[config.mk]
export PLATFORM = sky130hd
export DESIGN_NAME = sm3_expnd_core_flat
export DESIGN_NICKNAME = d
export VERILOG_FILES = /design/src/rtl/sm3_expnd_if.sv /design/src/rtl/sm3_expnd_core.sv /design/src/flat_wrapper.sv
export SDC_FILE = /design/constraint.sdc
export NUM_CORES = 1
export LEC_CHECK = 0
export BUFFER_PORTS_ARGS = -buffer_cell sky130_fd_sc_hd__buf_2
export CORE_MARGIN = 4
export CORE_UTILIZATION = 43
export CTS_CLUSTER_DIAMETER = 40
export DETAILED_ROUTE_END_ITERATION = 8
export GPL_TIMING_DRIVEN = 0
export PLACE_DENSITY = 0.65
export SETUP_SLACK_MARGIN = 0.05
export SLEW_MARGIN = 20
export SYNTH_ARGS = -nofsm -noshare
export SYNTH_HDL_FRONTEND = slang
export SYNTH_SLANG_ARGS = --single-unit
export TNS_END_PERCENT = 50
[constraint.sdc]
create_clock -name clk -period 3.51 [get_ports clk]
set_clock_uncertainty 0.2 [all_clocks]
set_input_delay 0.702 -clock clk [delete_from_list [all_inputs] [get_ports clk]]
set_output_delay 0.702 -clock clk [all_outputs]
set_load 0.005 [all_outputs]
[src/rtl/sm3_expnd_if.sv]
// sm3_expnd_if
//  Bundles the word-input handshake and the (Wj, W'j) output stream of the
//  SM3 message-expansion core.
//  Signals:
//    inpt_data_i       32  message word, big-endian
//    inpt_vld_i         1  word valid
//    inpt_lst_i         1  word 15 belongs to the message's last block
//    inpt_rdy_o         1  core can accept a word
//    expnd_otpt_wj_o   32  Wj
//    expnd_otpt_wjj_o  32  W'j = Wj ^ Wj+4
//    expnd_otpt_vld_o   1  pair valid (no backpressure)
//    expnd_otpt_lst_o   1  final pair of the final block
//  Modports:
//    slave  - the expansion core
//    master - the word producer / stream consumer side
interface sm3_expnd_if;
  logic [31:0] inpt_data_i;
  logic        inpt_vld_i;
  logic        inpt_lst_i;
  logic        inpt_rdy_o;
  logic [31:0] expnd_otpt_wj_o;
  logic [31:0] expnd_otpt_wjj_o;
  logic        expnd_otpt_vld_o;
  logic        expnd_otpt_lst_o;

  modport slave (
    input  inpt_data_i, inpt_vld_i, inpt_lst_i,
    output inpt_rdy_o,
    output expnd_otpt_wj_o, expnd_otpt_wjj_o, expnd_otpt_vld_o, expnd_otpt_lst_o
  );

  modport master (
    output inpt_data_i, inpt_vld_i, inpt_lst_i,
    input  inpt_rdy_o,
    input  expnd_otpt_wj_o, expnd_otpt_wjj_o, expnd_otpt_vld_o, expnd_otpt_lst_o
  );
endinterface

[src/rtl/sm3_expnd_core.sv]
// sm3_expnd_core
//  SM3 message expansion. Loads a 16-word block into a sliding window, then
//  streams 64 back-to-back (Wj, W'j) pairs, one per clock, generating new
//  window words on the fly. The final pair of a message's last block is
//  flagged so the compression core can release its digest.
//  Ports:
//    clk  in  clock
//    rst  in  synchronous, active-high reset
//    bus  sm3_expnd_if.slave  word input handshake + pair output stream
module sm3_expnd_core (
  input  logic            clk,
  input  logic            rst,
  sm3_expnd_if.slave      bus
);

  typedef enum logic {ST_LOAD, ST_EXPND} state_t;

  state_t             state_q, state_d;
  logic [3:0]         wcnt_q, wcnt_d;
  logic [5:0]         rnd_q, rnd_d;
  logic [15:0][31:0]  win_q, win_d;
  logic               lst_flag_q, lst_flag_d;
  logic [31:0]        wj_q, wj_d;
  logic [31:0]        wjj_q, wjj_d;
  logic               vld_q, vld_d;
  logic               lst_q, lst_d;
  logic               xfer;

  function automatic logic [31:0] rotl7(input logic [31:0] x);
    return {x[24:0], x[31:25]};
  endfunction

  function automatic logic [31:0] rotl15(input logic [31:0] x);
    return {x[16:0], x[31:17]};
  endfunction

  function automatic logic [31:0] rotl23(input logic [31:0] x);
    return {x[8:0], x[31:9]};
  endfunction

  function automatic logic [31:0] p1(input logic [31:0] x);
    return x ^ rotl15(x) ^ rotl23(x);
  endfunction

  // Ready is combinational so it is high in the very first cycle after reset
  // and forced low while reset is asserted.
  assign bus.inpt_rdy_o = (state_q == ST_LOAD) && !rst;
  assign xfer           = bus.inpt_vld_i && (state_q == ST_LOAD);

  always_comb begin
    state_d    = state_q;
    wcnt_d     = wcnt_q;
    rnd_d      = rnd_q;
    win_d      = win_q;
    lst_flag_d = lst_flag_q;
    wj_d       = wj_q;
    wjj_d      = wjj_q;
    vld_d      = 1'b0;
    lst_d      = 1'b0;

    unique case (state_q)
      ST_LOAD: begin
        if (xfer) begin
          for (int i = 0; i < 15; i++) win_d[i] = win_q[i+1];
          win_d[15] = bus.inpt_data_i;
          wcnt_d    = wcnt_q + 4'd1;
          if (wcnt_q == 4'd15) begin
            lst_flag_d = bus.inpt_lst_i;
            rnd_d      = 6'd0;
            state_d    = ST_EXPND;
          end
        end
      end
      ST_EXPND: begin
        wj_d  = win_q[0];
        wjj_d = win_q[0] ^ win_q[4];
        vld_d = 1'b1;
        lst_d = lst_flag_q && (rnd_q == 6'd63);
        // Window holds Wj..Wj+15; the new tail word is Wj+16. Words past W67
        // are generated during the last beats but never emitted.
        for (int i = 0; i < 15; i++) win_d[i] = win_q[i+1];
        win_d[15] = p1(win_q[0] ^ win_q[7] ^ rotl15(win_q[13]))
                    ^ rotl7(win_q[3]) ^ win_q[10];
        rnd_d = rnd_q + 6'd1;
        if (rnd_q == 6'd63) begin
          wcnt_d     = 4'd0;
          lst_flag_d = 1'b0;
          state_d    = ST_LOAD;
        end
      end
      default: state_d = ST_LOAD;
    endcase
  end

  always_ff @(posedge clk) begin
    if (rst) begin
      state_q    <= ST_LOAD;
      wcnt_q     <= '0;
      rnd_q      <= '0;
      win_q      <= '0;
      lst_flag_q <= 1'b0;
      wj_q       <= '0;
      wjj_q      <= '0;
      vld_q      <= 1'b0;
      lst_q      <= 1'b0;
    end else begin
      state_q    <= state_d;
      wcnt_q     <= wcnt_d;
      rnd_q      <= rnd_d;
      win_q      <= win_d;
      lst_flag_q <= lst_flag_d;
      wj_q       <= wj_d;
      wjj_q      <= wjj_d;
      vld_q      <= vld_d;
      lst_q      <= lst_d;
    end
  end

  assign bus.expnd_otpt_wj_o  = wj_q;
  assign bus.expnd_otpt_wjj_o = wjj_q;
  assign bus.expnd_otpt_vld_o = vld_q;
  assign bus.expnd_otpt_lst_o = lst_q;

endmodule

[src/flat_wrapper.sv]
// flat-port wrapper written by rule: the top's interface ports become plain ports
module sm3_expnd_core_flat 
  (clk, rst, bus_inpt_data_i, bus_inpt_vld_i, bus_inpt_lst_i, bus_inpt_rdy_o, bus_expnd_otpt_wj_o, bus_expnd_otpt_wjj_o, bus_expnd_otpt_vld_o, bus_expnd_otpt_lst_o);
  sm3_expnd_if bus_i ();
  input  logic clk;
  input  logic rst;
  input wire logic [$bits(bus_i.inpt_data_i)-1:0] bus_inpt_data_i;
  input wire logic [$bits(bus_i.inpt_vld_i)-1:0] bus_inpt_vld_i;
  input wire logic [$bits(bus_i.inpt_lst_i)-1:0] bus_inpt_lst_i;
  output wire logic [$bits(bus_i.inpt_rdy_o)-1:0] bus_inpt_rdy_o;
  output wire logic [$bits(bus_i.expnd_otpt_wj_o)-1:0] bus_expnd_otpt_wj_o;
  output wire logic [$bits(bus_i.expnd_otpt_wjj_o)-1:0] bus_expnd_otpt_wjj_o;
  output wire logic [$bits(bus_i.expnd_otpt_vld_o)-1:0] bus_expnd_otpt_vld_o;
  output wire logic [$bits(bus_i.expnd_otpt_lst_o)-1:0] bus_expnd_otpt_lst_o;
  assign bus_i.inpt_data_i = bus_inpt_data_i;
  assign bus_i.inpt_vld_i = bus_inpt_vld_i;
  assign bus_i.inpt_lst_i = bus_inpt_lst_i;
  assign bus_inpt_rdy_o = bus_i.inpt_rdy_o;
  assign bus_expnd_otpt_wj_o = bus_i.expnd_otpt_wj_o;
  assign bus_expnd_otpt_wjj_o = bus_i.expnd_otpt_wjj_o;
  assign bus_expnd_otpt_vld_o = bus_i.expnd_otpt_vld_o;
  assign bus_expnd_otpt_lst_o = bus_i.expnd_otpt_lst_o;
  sm3_expnd_core u_core (.clk(clk), .rst(rst), .bus(bus_i));
endmodule
# After elaboration in Yosys (flattened, before gate mapping)
# Index checks and enable logic that the tools add are counted.
[totals]
mem_bits_ro = 0
memories = 0
out_inout_bits = 67
regBits = 590
mem_bits_rw = 0
latch_bits = 0
wordCells = 64
input_bits = 36
[op_classes]
n_bitwise = 8
n_reduce_logical = 8
shift = 0
n_mul = 0
n_mux = 17
eq_ne = 5
n_addsub = 2
magnitude_cmp = 0
div = 0
[ops]
columns = ["operator", "n"]
rows = [
  ["$pmux W512 S2", 1],
  ["$mux W512", 1],
  ["$xor A32 B32 Y32", 7],
  ["$mux W6", 2],
  ["$pmux W6 S2", 1],
  ["$mux W4", 2],
  ["$pmux W4 S2", 1],
  ["$mux W1", 7],
  ["$add A6 B1 Y6 const B", 1],
  ["$eq A6 B6 Y1 const B", 1],
  ["$add A4 B1 Y4 const B", 1],
  ["$eq A4 B4 Y1 const B", 1],
  ["$ne A2 B2 Y1 const B", 2],
  ["$pmux W1 S2", 2],
  ["$reduce_and A2 Y1", 2],
  ["$logic_and A1 B1 Y1", 3],
  ["$reduce_and A3 Y1", 1],
  ["$ne A2 B1 Y1 const B", 1],
  ["$reduce_or A2 Y1", 1],
  ["$logic_not A1 Y1", 1],
  ["$not A1 Y1", 1],
]

# Logic depth before layout (Yosys ltp)
[logic_depth]
ltp_word = 7
mapped_depth = 8
mapped_depth_nobuf = 5

# Worst setup path after synthesis
# No wires, ideal clock.
[synth_timing]
path_type = "input to output"
startpoint = "input port rst"
endpoint = "output port bus_inpt_rdy_o"
slack_ns = 1.105
required_time_ns = 2.608
arrival_ns = 1.503
path_stages = 4
path_buffers = 3
cell_sequence = "clkbuf_1 clkbuf_1 buf_1 nor2_1"
[synth_via]
elab_chain_cells = 2
[synth_lines]
columns = ["element", "line", "text"]
rows = [
  ["from (decl)", "flat_wrapper.sv:6", "input logic rst;"],
  ["$logic_not A1 Y1", "sm3_expnd_core.sv:47", "assign bus.inpt_rdy_o = (state_q == ST_LOAD) && !rst;"],
  ["$logic_and A1 B1 Y1", "sm3_expnd_core.sv:47", ""],
  ["to (decl)", "flat_wrapper.sv:10", "output wire logic [$bits(bus_i.inpt_rdy_o)-1:0] bus_inpt_rdy_o;"],
]
# No other way between the ends.

# Worst setup path in the final report
# Same ends and word-level chain as after synthesis.

==> metrics <==
area leader, netlist=dfxtp_1; cell internal pwr=11.3 mW; most common cell in the netlist=nand2_1; die span in y=237 um; share of cells above drive strength 1=10.8%; worst path required time=2.61 ns; sw frac=23.9%; FF+latch count, synth=590; clk_lat worst skew=0.62 ns; DP Worst Slack=-0.0146 ns; Flop pwr share=45.8%; yosys warns=0; syn nets=2741; top cells by area, synth=dfxtp_1, nand2_1, a21oi_1, xnor2_1, a211oi_1; max-cap violations=0; Avg Vias per Cell=5.22; initial antenna violation count=0; vias in the first global route=18300; post-synth top area share=52.2%; mean post-synth cell area=8.37 sq um; DRC viols=0; post-route ant nets=0; Setup CP Type=in2out; CTS max path bufs=3; TritonRoute pass-1 iters=6; drt wl/cell=19.7 um; Post-CTS Setup Repair Bufs=0; WL final=71300 um; status=finished clean; TritonCTS clock tree=yes; Detail Placement HPWL=55100 um; Max IR drop VDD=0.000355 V; Post-synth EDFFs=0; part of the power in combinational logic=3.7%; Worst Path Max Fanout=10; CTS HTree Levels=3; global-route usage over all layers=24.7%; CP dominant cell by count=clkbuf_1; Cell Area, Synth=22600 sq um; TritonCTS Buffers=75; CP max stage cell=buf_1; leakage power=8.75 nW; largest net degree at the start of global routing=15; width of the chip=237 um; CP Capture Type=output port; total power per unit cell area=561 nW/um^2; setup ws final=0.180 ns; Tot Pwr=14.8 mW; CP startpoint kind=input port; Fmax=0.300 GHz; post-synth cell types=31; class of the worst hold path=in2reg; final setup violating endpoints=0; Layout Nets=2917; DRT iter0 DRCs=1517; RSZ-0062 raised after global routing=false; root buffer cell=clkbuf_16; Clock power frac=50.5%; antenna cells=0; Hold-fix buffers, CTS=0; core area=51700 sq um; Reg clk slew, reported paths=0.06 ns; Syn-to-layout area delta=16.8%; cell count after synthesis=2703; post-route core utilization=51.1%; I/O Buffers=100; most frequent cells after synthesis=nand2_1, dfxtp_1, a21oi_1, xnor2_1, clkbuf_1; crit path cell chain=clkbuf_1, clkbuf_1, buf_1, nor2_1, buf_2; initial core utilization=43.8%; Synth Flop Type=dfxtp_1; first-pass GRT wire length=108000 um; vias=18900; final hold vios=0; Placer Congestion=0.945; period utilisation layout=94.9%; gr ovfl total=0; die area=56400 sq um; CP arrival=2.43 ns; sequential share of the synthesized area=52.2%; CTS Sinks=590; worst slew pin tran=0.848 ns; Rel. slew slack=43.5%; minimum clock period=3.33 ns; CP max stage delay=0.62 ns; Final Max Slew Viols=0; IO Pins=103; async set-reset flop share out of synthesis=0%; P_sw=3.55 mW; Rows=83
==> sequential cells by signal, indices dropped and copies added, names as in the netlist <==
register	count
u_core.bus.expnd_otpt_lst_o	1
u_core.bus.expnd_otpt_vld_o	1
u_core.bus.expnd_otpt_wj_o	32
u_core.bus.expnd_otpt_wjj_o	32
u_core.lst_flag_q	1
u_core.rnd_q	6
u_core.state_q	1
u_core.wcnt_q	4
u_core.win_q	512
==> what timing repair did <==
item	CTS	global route
resized for setup	1	0
endpoints found under the setup margin	1	1
endpoints found under the hold margin	0	0
==> layer usage <==
metal	GRT usage, %	vias up	part of all wire (%)
met1	33.4	8951	45
met3	4.43	153	6.2
met5	0	-	0
met4	9.31	0	3.9
li1	-	9217	-
met2	39.8	589	45
==> metrics by stage <==
step                      setup TNS (ns)  cell area, sq um  hold slack (ns)  std cells
after detailed placement         -0.0146             24000            0.244       3483
after floorplan                        0             22600            0.232       2703
final                                  0             26400            0.146       3620
after global placement                 0             24000            0.238       3483
after CTS                              0             26400            0.119       3621
after global routing                   0             26400            0.132       3620
==> cells by family after synthesis <==
logic type,after synthesis,share of synthesized area (%)
compound gates,589,14.2
xor+xnor,197,9.66
buf+inv,203,3.79
flops,590,52.2
mux,34,1.50
simple gates,1088,18.5
fa+ha+maj,2,0.111
==> power by group through the flow <==
stage               clock (mW)  sequential (mW)  combinational (mW)
floorplan                    0             6.91               0.368
global placement             0             6.93               0.529
detailed placement           0             6.93               0.540
CTS                       7.57             6.78               0.544
global route              7.87             6.78               0.600
finish                    7.49             6.78               0.547
==> path summary, 6_finish.rpt <==
kind	slack, ns	startpoint	depth (start not counted)	end
worst max register to register	0.94	u_core.state_q	6	u_core.win_q[457]
worst min-delay path	0.15	bus_inpt_lst_i	3	u_core.lst_flag_q
worst min register to register	0.25	u_core.win_q[272]	2	u_core.win_q[240]
worst max-delay path	0.18	rst	5	bus_inpt_rdy_o
==> final cells by class <==
| class | count | area (sq um) |
|---|---|---|
| plain buffers | 201 | 851 |
| inverters | 1 | 3.75 |
| flip-flops and latches | 590 | 11800 |
| clock buffers | 89 | 2000 |
| repair buffers | 100 | 500 |
| multi-input cells | 1910 | 9960 |
| fillers | 4869 | 25300 |
| clock inverters | 49 | 455 |
| well taps | 680 | 851 |
==> critical path: cells and delay by family <==
| kind | cells | cell delay (ns) |
|---|---|---|
| buffers and inverters | 4 | 1.63 |
| and+or+nand+nor | 1 | 0.10 |
==> layout by cell type, fill, tap and decap left out, drive strengths merged, types with 5 or more instances in the layout <==
cell      count
xnor2       164
buf         170
mux2i        34
a211oi       97
clkinvlp     12
inv          19
nand2       963
a21oi       483
dfxtp       590
nor2b        32
clkbuf      220
nor2         77
clkinv       16
nand3         5
xnor3        32
Power figures use the tool's default switching activity.
